--- config.mk ---
export PLATFORM = sky130hd
export DESIGN_NAME = load_store_sequencer
export DESIGN_NICKNAME = d
export VERILOG_FILES = /design/src/rtl/load_store_sequencer.sv
export SDC_FILE = /design/constraint.sdc
export NUM_CORES = 1
export LEC_CHECK = 0
export CAP_MARGIN = 20
export CORE_ASPECT_RATIO = 0.75
export CORE_MARGIN = 2
export CORE_UTILIZATION = 37
export DETAILED_ROUTE_END_ITERATION = 6
export GPL_TIMING_DRIVEN = 1
export MAX_ROUTING_LAYER = met4
export PLACE_DENSITY = 0.91
export SYNTH_ARGS = -nofsm -noshare
export SYNTH_HDL_FRONTEND = slang
export SYNTH_SLANG_ARGS = --single-unit
export TNS_END_PERCENT = 30
--- constraint.sdc ---
create_clock -name clk -period 2.3 [get_ports clk]
set_clock_uncertainty 0.2 [all_clocks]
set_input_delay 0.46 -clock clk [delete_from_list [all_inputs] [get_ports clk]]
set_output_delay 0.46 -clock clk [all_outputs]
set_load 0.02 [all_outputs]
--- src/rtl/load_store_sequencer.sv ---
// Sequencer for a bank of byte registers: accepts load/store/clear commands and
// drives per-register gates so that registers not being addressed keep their value.
//
// state   | meaning
// --------+--------------------------------------------------------------
// S_IDLE  | ready for a command; every register holds
// S_STORE | addressed register takes bus_data at the end of the cycle
// S_CLEAR | addressed register input gated off, so it captures 0
// S_LOAD  | addressed register output captured into rsp_data
// S_RESP  | response offered until rsp_ready
module load_store_sequencer #(
  parameter int NREGS  = 4,
  parameter int WIDTH  = 8,
  parameter int ADDR_W = 2
) (
  input  logic                   clk,
  input  logic                   clr,
  input  logic                   cmd_valid,
  output logic                   cmd_ready,
  input  logic [1:0]             cmd_op,
  input  logic [ADDR_W-1:0]      cmd_addr,
  input  logic [WIDTH-1:0]       cmd_data,
  output logic                   rsp_valid,
  input  logic                   rsp_ready,
  output logic [WIDTH-1:0]       rsp_data,
  output logic                   rsp_err,
  output logic [NREGS-1:0]       reg_read_en,
  output logic [NREGS-1:0]       reg_write_en,
  output logic [NREGS-1:0]       reg_din_sel,
  output logic [WIDTH-1:0]       bus_data,
  input  logic [NREGS*WIDTH-1:0] reg_q,
  output logic                   busy
);

  typedef enum logic [2:0] {
    S_IDLE,
    S_STORE,
    S_CLEAR,
    S_LOAD,
    S_RESP
  } state_t;

  state_t              state;
  state_t              state_nxt;
  logic [ADDR_W-1:0]   addr_q;
  logic [WIDTH-1:0]    data_q;
  logic [WIDTH-1:0]    rsp_data_q;
  logic                rsp_err_q;
  logic [NREGS-1:0]    addr_dec;
  logic [WIDTH-1:0]    load_slice;

  assign addr_dec = NREGS'(1) << addr_q;

  always_comb begin
    load_slice = '0;
    for (int i = 0; i < NREGS; i++) begin
      if (addr_q == ADDR_W'(i)) load_slice = reg_q[i*WIDTH +: WIDTH];
    end
  end

  always_ff @(posedge clk or negedge clr) begin
    if (!clr) begin
      state      <= S_IDLE;
      addr_q     <= '0;
      data_q     <= '0;
      rsp_data_q <= '0;
      rsp_err_q  <= 1'b0;
    end else begin
      state <= state_nxt;
      case (state)
        S_IDLE: begin
          if (cmd_valid) begin
            addr_q     <= cmd_addr;
            data_q     <= cmd_data;
            rsp_data_q <= '0;
            rsp_err_q  <= (cmd_op == 2'b11);
          end
        end
        S_LOAD:  rsp_data_q <= load_slice;
        default: ;
      endcase
    end
  end

  // Every register defaults to the hold encoding; only the addressed one is overridden.
  always_comb begin
    state_nxt    = state;
    cmd_ready    = 1'b0;
    rsp_valid    = 1'b0;
    reg_read_en  = '1;
    reg_write_en = '1;
    reg_din_sel  = '0;
    bus_data     = '0;
    case (state)
      S_IDLE: begin
        cmd_ready = 1'b1;
        if (cmd_valid) begin
          case (cmd_op)
            2'b00:   state_nxt = S_LOAD;
            2'b01:   state_nxt = S_STORE;
            2'b10:   state_nxt = S_CLEAR;
            default: state_nxt = S_RESP;
          endcase
        end
      end
      S_STORE: begin
        reg_din_sel = addr_dec;
        bus_data    = data_q;
        state_nxt   = S_RESP;
      end
      S_CLEAR: begin
        reg_read_en = ~addr_dec;
        state_nxt   = S_RESP;
      end
      S_LOAD: state_nxt = S_RESP;
      S_RESP: begin
        rsp_valid = 1'b1;
        if (rsp_ready) state_nxt = S_IDLE;
      end
      default: state_nxt = S_IDLE;
    endcase
  end

  assign busy     = ~cmd_ready;
  assign rsp_data = rsp_valid ? rsp_data_q : '0;
  assign rsp_err  = rsp_valid & rsp_err_q;

endmodule

### Yosys cells after proc, flatten, opt, wreduce, memory -nomap -nowiden

Index checks and enable logic that the tools add are counted.

* bits in registers: 22
* input port bits: 48
* output and inout bits: 32
* logic and storage cells: 45

* equal/unequal tests: 12
* shift-type cells: 1
* mux-type cells: 16
* bitwise operators: 3
* reductions and logical operators: 8

Operator list (count)
* two-way mux 8 bit: 7
* case mux 3 bit (3 select lines): 2
* case mux 8 bit (2 select lines): 1
* equality test 2 bit, second input constant: 4
* two-way mux 4 bit: 2
* equality test 3 x 2 -> 1 bit, second input constant: 2
* two-way mux 3 bit: 2
* AND reduction 2 bit: 3
* equality test 2 x 1 -> 1 bit, second input constant: 2
* logical NOT 2 bit: 2
* inequality test 2 bit, second input constant: 2
* NOT 4 bit: 1
* left shift 1 x 2 -> 4 bit, first input constant: 1
* equality test 3 x 1 -> 1 bit, second input constant: 1
* equality test 3 bit, second input constant: 1
* logical NOT 3 bit: 1
* OR reduction 3 bit: 1
* two-way mux 1 bit: 2
* nonzero test 2 bit: 1
* AND 1 bit: 1
* NOT 1 bit: 1

### Logic depth before layout (Yosys ltp)

* depth after elaboration: 6
* mapped depth: 5
* gate-level depth less buffers: 4

### Worst setup path after synthesis

No wires, ideal clock.

* kind: reg-to-reg
* start point: register state[0]
* end point: register rsp_data_q[0]
* setup time: 121 ps
* arrival time: 1595 ps
* required time: 1979 ps
* slack: 384 ps
* stages on the path, launching flop included: 5
* buffers on the path: 0
* period minus slack after synthesis: 1916 ps
* cells stage by stage: dfrtp_1 > or3_2 > inv_1 > a21oi_1 > a22o_1

* longest elaborated chain between the ends: 3
* elaborated cells on any way between the ends: 6
* those cells by class: eq/ne: 2; mux: 1; reduce/logical: 3

Ends and longest elaborated chain
* from (decl): RTL line 43 `state_t state;`
* from (signal assigned): RTL line 69 `state <= state_nxt;`
* equality test 3 x 2 -> 1 bit or logical NOT 3 bit (tied branches): RTL line 70 `case (state)`
* nonzero test 2 bit (no source line) or inequality test 2 bit (tied branches)
* AND reduction 2 bit (no source line)
* to (signal assigned): RTL line 79 `S_LOAD: rsp_data_q <= load_slice;`
* to (decl): RTL line 47 `logic [WIDTH-1:0] rsp_data_q;`

Parallel ways exist; a longest one is shown, timed or not.
A chain may end at the register's enable or synchronous reset.

### Final worst setup path

* start point: register state[2]
* end point: output reg_din_sel[1]

* longest elaborated chain between the ends: 2

Ends and longest elaborated chain
* equality test 3 x 1 -> 1 bit: RTL line 94 `case (state)`
* two-way mux 4 bit: RTL line 94
* to (decl): RTL line 29 `output logic [NREGS-1:0] reg_din_sel,`

Every way passes these cells.

==> reports/metrics.cfg <==
[worst_setup_path]
crit_path_start_kind = register
critPathCaptureType = primary output
reg2reg_setup_slack_ns = 0.24
arrival_ns = 1.60
critPathRequiredTime_ns = 1.64
cp_slowest_cell = dfrtp_1
slowest_delay_ns = 0.47
r2r_end = rsp_data_q[6]$_DFFE_PN0P_
r2r_cells = 4
critical_path.cell_chain = nor3b_2 -> buf_6 -> and3b_1 -> clkdlybuf4s15_2
timing_worst_setup_path_type = reg -> out
r2r_start = state[2]$_DFFE_PN0P_
crit_fanout = 12

[global_routing]
antenna_found_initial = 0
met2_usage = 0.320
met1_usage = 0.252
grt_pass1_wl_mm = 5.87
grt.met3_usage = 0.0109
grt_max_degree = 23
top_usage_layer = met2
grt_pass1_vias = 1175
grt_usage = 0.195
gr-total-overflow = 0

[layout]
final_cell_mix = clkdlybuf4s50_1 (47), clkbuf_2 (22), dfrtp_1 (21)
antenna_cells = 0
final_common_cell = clkdlybuf4s50_1
drive_above_1_share = 0.322
n_fill_cell = 261
final_nets = 233
syn2layout_area_growth_pct = 57.3

[sta]
period_needed_ns = 2.26
slew_headroom = 0.562
fmax_ghz = 0.443
setup_viol = 0
rsz0062_at_grt = true
period_share = 0.983
slew_violations = 0
final_hold_viol_count = 0
tightest_slew_ns = 0.658
setup_slack_ns = 0.0402

[logic_synthesis]
syn_avg_cell_area_um2 = 12.3
synth.top_cell.area_share = 0.423
synthTopCellsByArea = dfrtp_1 (42%), mux4_2 (14%), mux2_4 (6.9%), a22o_1 (5.4%), and2_1 (4.8%)
ys_ff_latch = 22
seq_area_frac_synth = 0.423
ys_types = 26
yosysWarnings = 0
synthCells = 106
yosysTopAreaCell = dfrtp_1
synth_area_um2 = 1300

[routing]
drc = 0
routed_via_density = 5.07
first_pass_iters = 4
drt_iter0_markers = 65
dr_total_vias = 1131
drtAntennaViolNets = 0
wl_per_cell_um = 16.6
drt_wl_total_mm = 3.71

[die]
die_w_um = 72.4
die_h_um = 55.3
io_pins = 80
core-area_um2 = 3330
initial_core_util = 0.390
dieArea_um2 = 4010
fp-row-count = 18

[clock_tree]
clk_latency_ns = 0.25
cts_buffers = 3
cts_hold_buf = 0
post_cts_buffers = 0
cts_max_path_buffers = 2
path_clk_slew_ns = 0.08
root_buffer = clkbuf_8
cts_htree_levels = 1
clock_sinks = 22
cts_tree = built

[worst_hold_path]
min-delay-start = data_q[2]$_DFFE_PN0P_
holdPathStages = 1
worstHoldEndpoint = data_q[2]$_DFFE_PN0P_
hold_path.class = reg -> reg

[power_and_ir_drop]
switchingPower_mw = 0.624
intPower_mw = 1.14
switching_share = 0.354
combPwrFrac = 0.514
clock_power_share = 0.132
report.power.total_mw = 1.76
seqPwrFrac = 0.354
max-vdd-ir-drop_uv = 457
p_per_area_nw_per_um2 = 862
cellLeakagePower_nw = 0.971

[outcome]
status = completed

[placed_design]
place_congestion = 0.737
pre_cts_slack_ns = -0.0105
hpwl_mm = 3.07
io_buffers = 75

[run]
drv_cap = 0

## critical path, delay by kind of cell (launching register included)
kind	cells	cell delay [ns]
simple gates	2	0.44
flops	1	0.47
buf+inv	2	0.44
## synth_stat cells
library cell and instances:
nor3b_1 2, dfrtp_1 22, conb_1 1, or3_2 1, a311oi_1 1, buf_12 1, and3_1 10, buf_2 2
o21ai_0 2, mux2_2 4, buf_4 4, mux4_2 8, clkbuf_1 6, and3b_2 1, a22o_1 8, inv_1 1
a21oi_1 1, or4b_1 1, and2_1 10, buf_6 1, and3b_1 2, nor2_1 4, nand2_1 3, mux2_4 6
nand3_1 1, nand3b_1 3
## per-stage QoR
| step | utilization | hold slack, ns | instance area, um^2 | setup TNS, ns | std cells |
|---|---|---|---|---|---|
| CTS | 0.635 | 0.310 | 2120 | 0 | 223 |
| floorplan | - | -0.0356 | 1310 | 0 | 109 |
| detailed placement | 0.628 | 0.292 | 2090 | -0.0217 | 220 |
| finish | 0.613 | 0.307 | 2040 | 0 | 223 |
| global placement | 0.628 | 0.258 | 2090 | 0 | 220 |
| global route | 0.613 | 0.327 | 2040 | -0.0270 | 223 |
## layout make-up
type | count | area (um^2) | area share
inverters | 1 | 3.75 | 0.00184
multi-input cells | 72 | 679 | 0.332
well taps | 40 | 50.0 | 0.0245
repair buffers | 85 | 718 | 0.351
clock buffers | 3 | 41.3 | 0.0202
flip-flops and latches | 22 | 552 | 0.270
## sequential cells by signal, summed over array words and instances, names as in the netlist
signal and flops:
addr_q 2, state 3, data_q 8, rsp_err_q 1, rsp_data_q 8
## worst max path at each step
stage | startpoint | to | cells after the start
2_1_floorplan | state[0]$_DFFE_PN0P_ | rsp_data_q[0]$_DFFE_PN0P_ | 4
3_3_place_gp | state[0]$_DFFE_PN0P_ | reg_read_en[3] | 5
3_5_place_dp | cmd_valid | data_q[5]$_DFFE_PN0P_ | 4
4_1_cts | state[1]$_DFFE_PN0P_ | reg_din_sel[0] | 4
5_1_grt | state[0]$_DFFE_PN0P_ | reg_read_en[1] | 5
6_report | state[2]$_DFFE_PN0P_ | reg_din_sel[1] | 4
## power groups by stage
stage	clock (mW)	sequential, mW	combinational, mW
2_1_floorplan	0	0.567	0.663
3_3_place_gp	0	0.607	0.922
3_5_place_dp	0	0.619	0.953
4_1_cts	0.235	0.618	0.911
5_1_grt	0.254	0.643	0.966
6_report	0.232	0.625	0.906
## what timing repair did
item | CTS | global route
cloned | 0 | 0
gates resized for setup | 35 | 47
endpoints found under the setup margin | 28 | 27
## routing by layer
| layer | part of all wire | vias up |
|---|---|---|
| met1 | 0.44 | 553 |
| met2 | 0.50 | 39 |
| met5 | 0 | - |
| met4 | 0.019 | 0 |
| met3 | 0.040 | 6 |
| li1 | - | 533 |
## cell families (layout without fill, tap and decap cells)
| kind of cell | after synthesis | count (layout) | synth area share |
|---|---|---|---|
| AOI/OAI and AO/OA | 12 | 12 | 0.0722 |
| buffers and inverters | 15 | 89 | 0.0751 |
| DFF | 22 | 22 | 0.423 |
| muxes | 18 | 18 | 0.243 |
| other | 1 | 4 | 0.00288 |
| and+or+nand+nor | 38 | 38 | 0.184 |
Note: power is estimated with default switching activity, not from simulation.
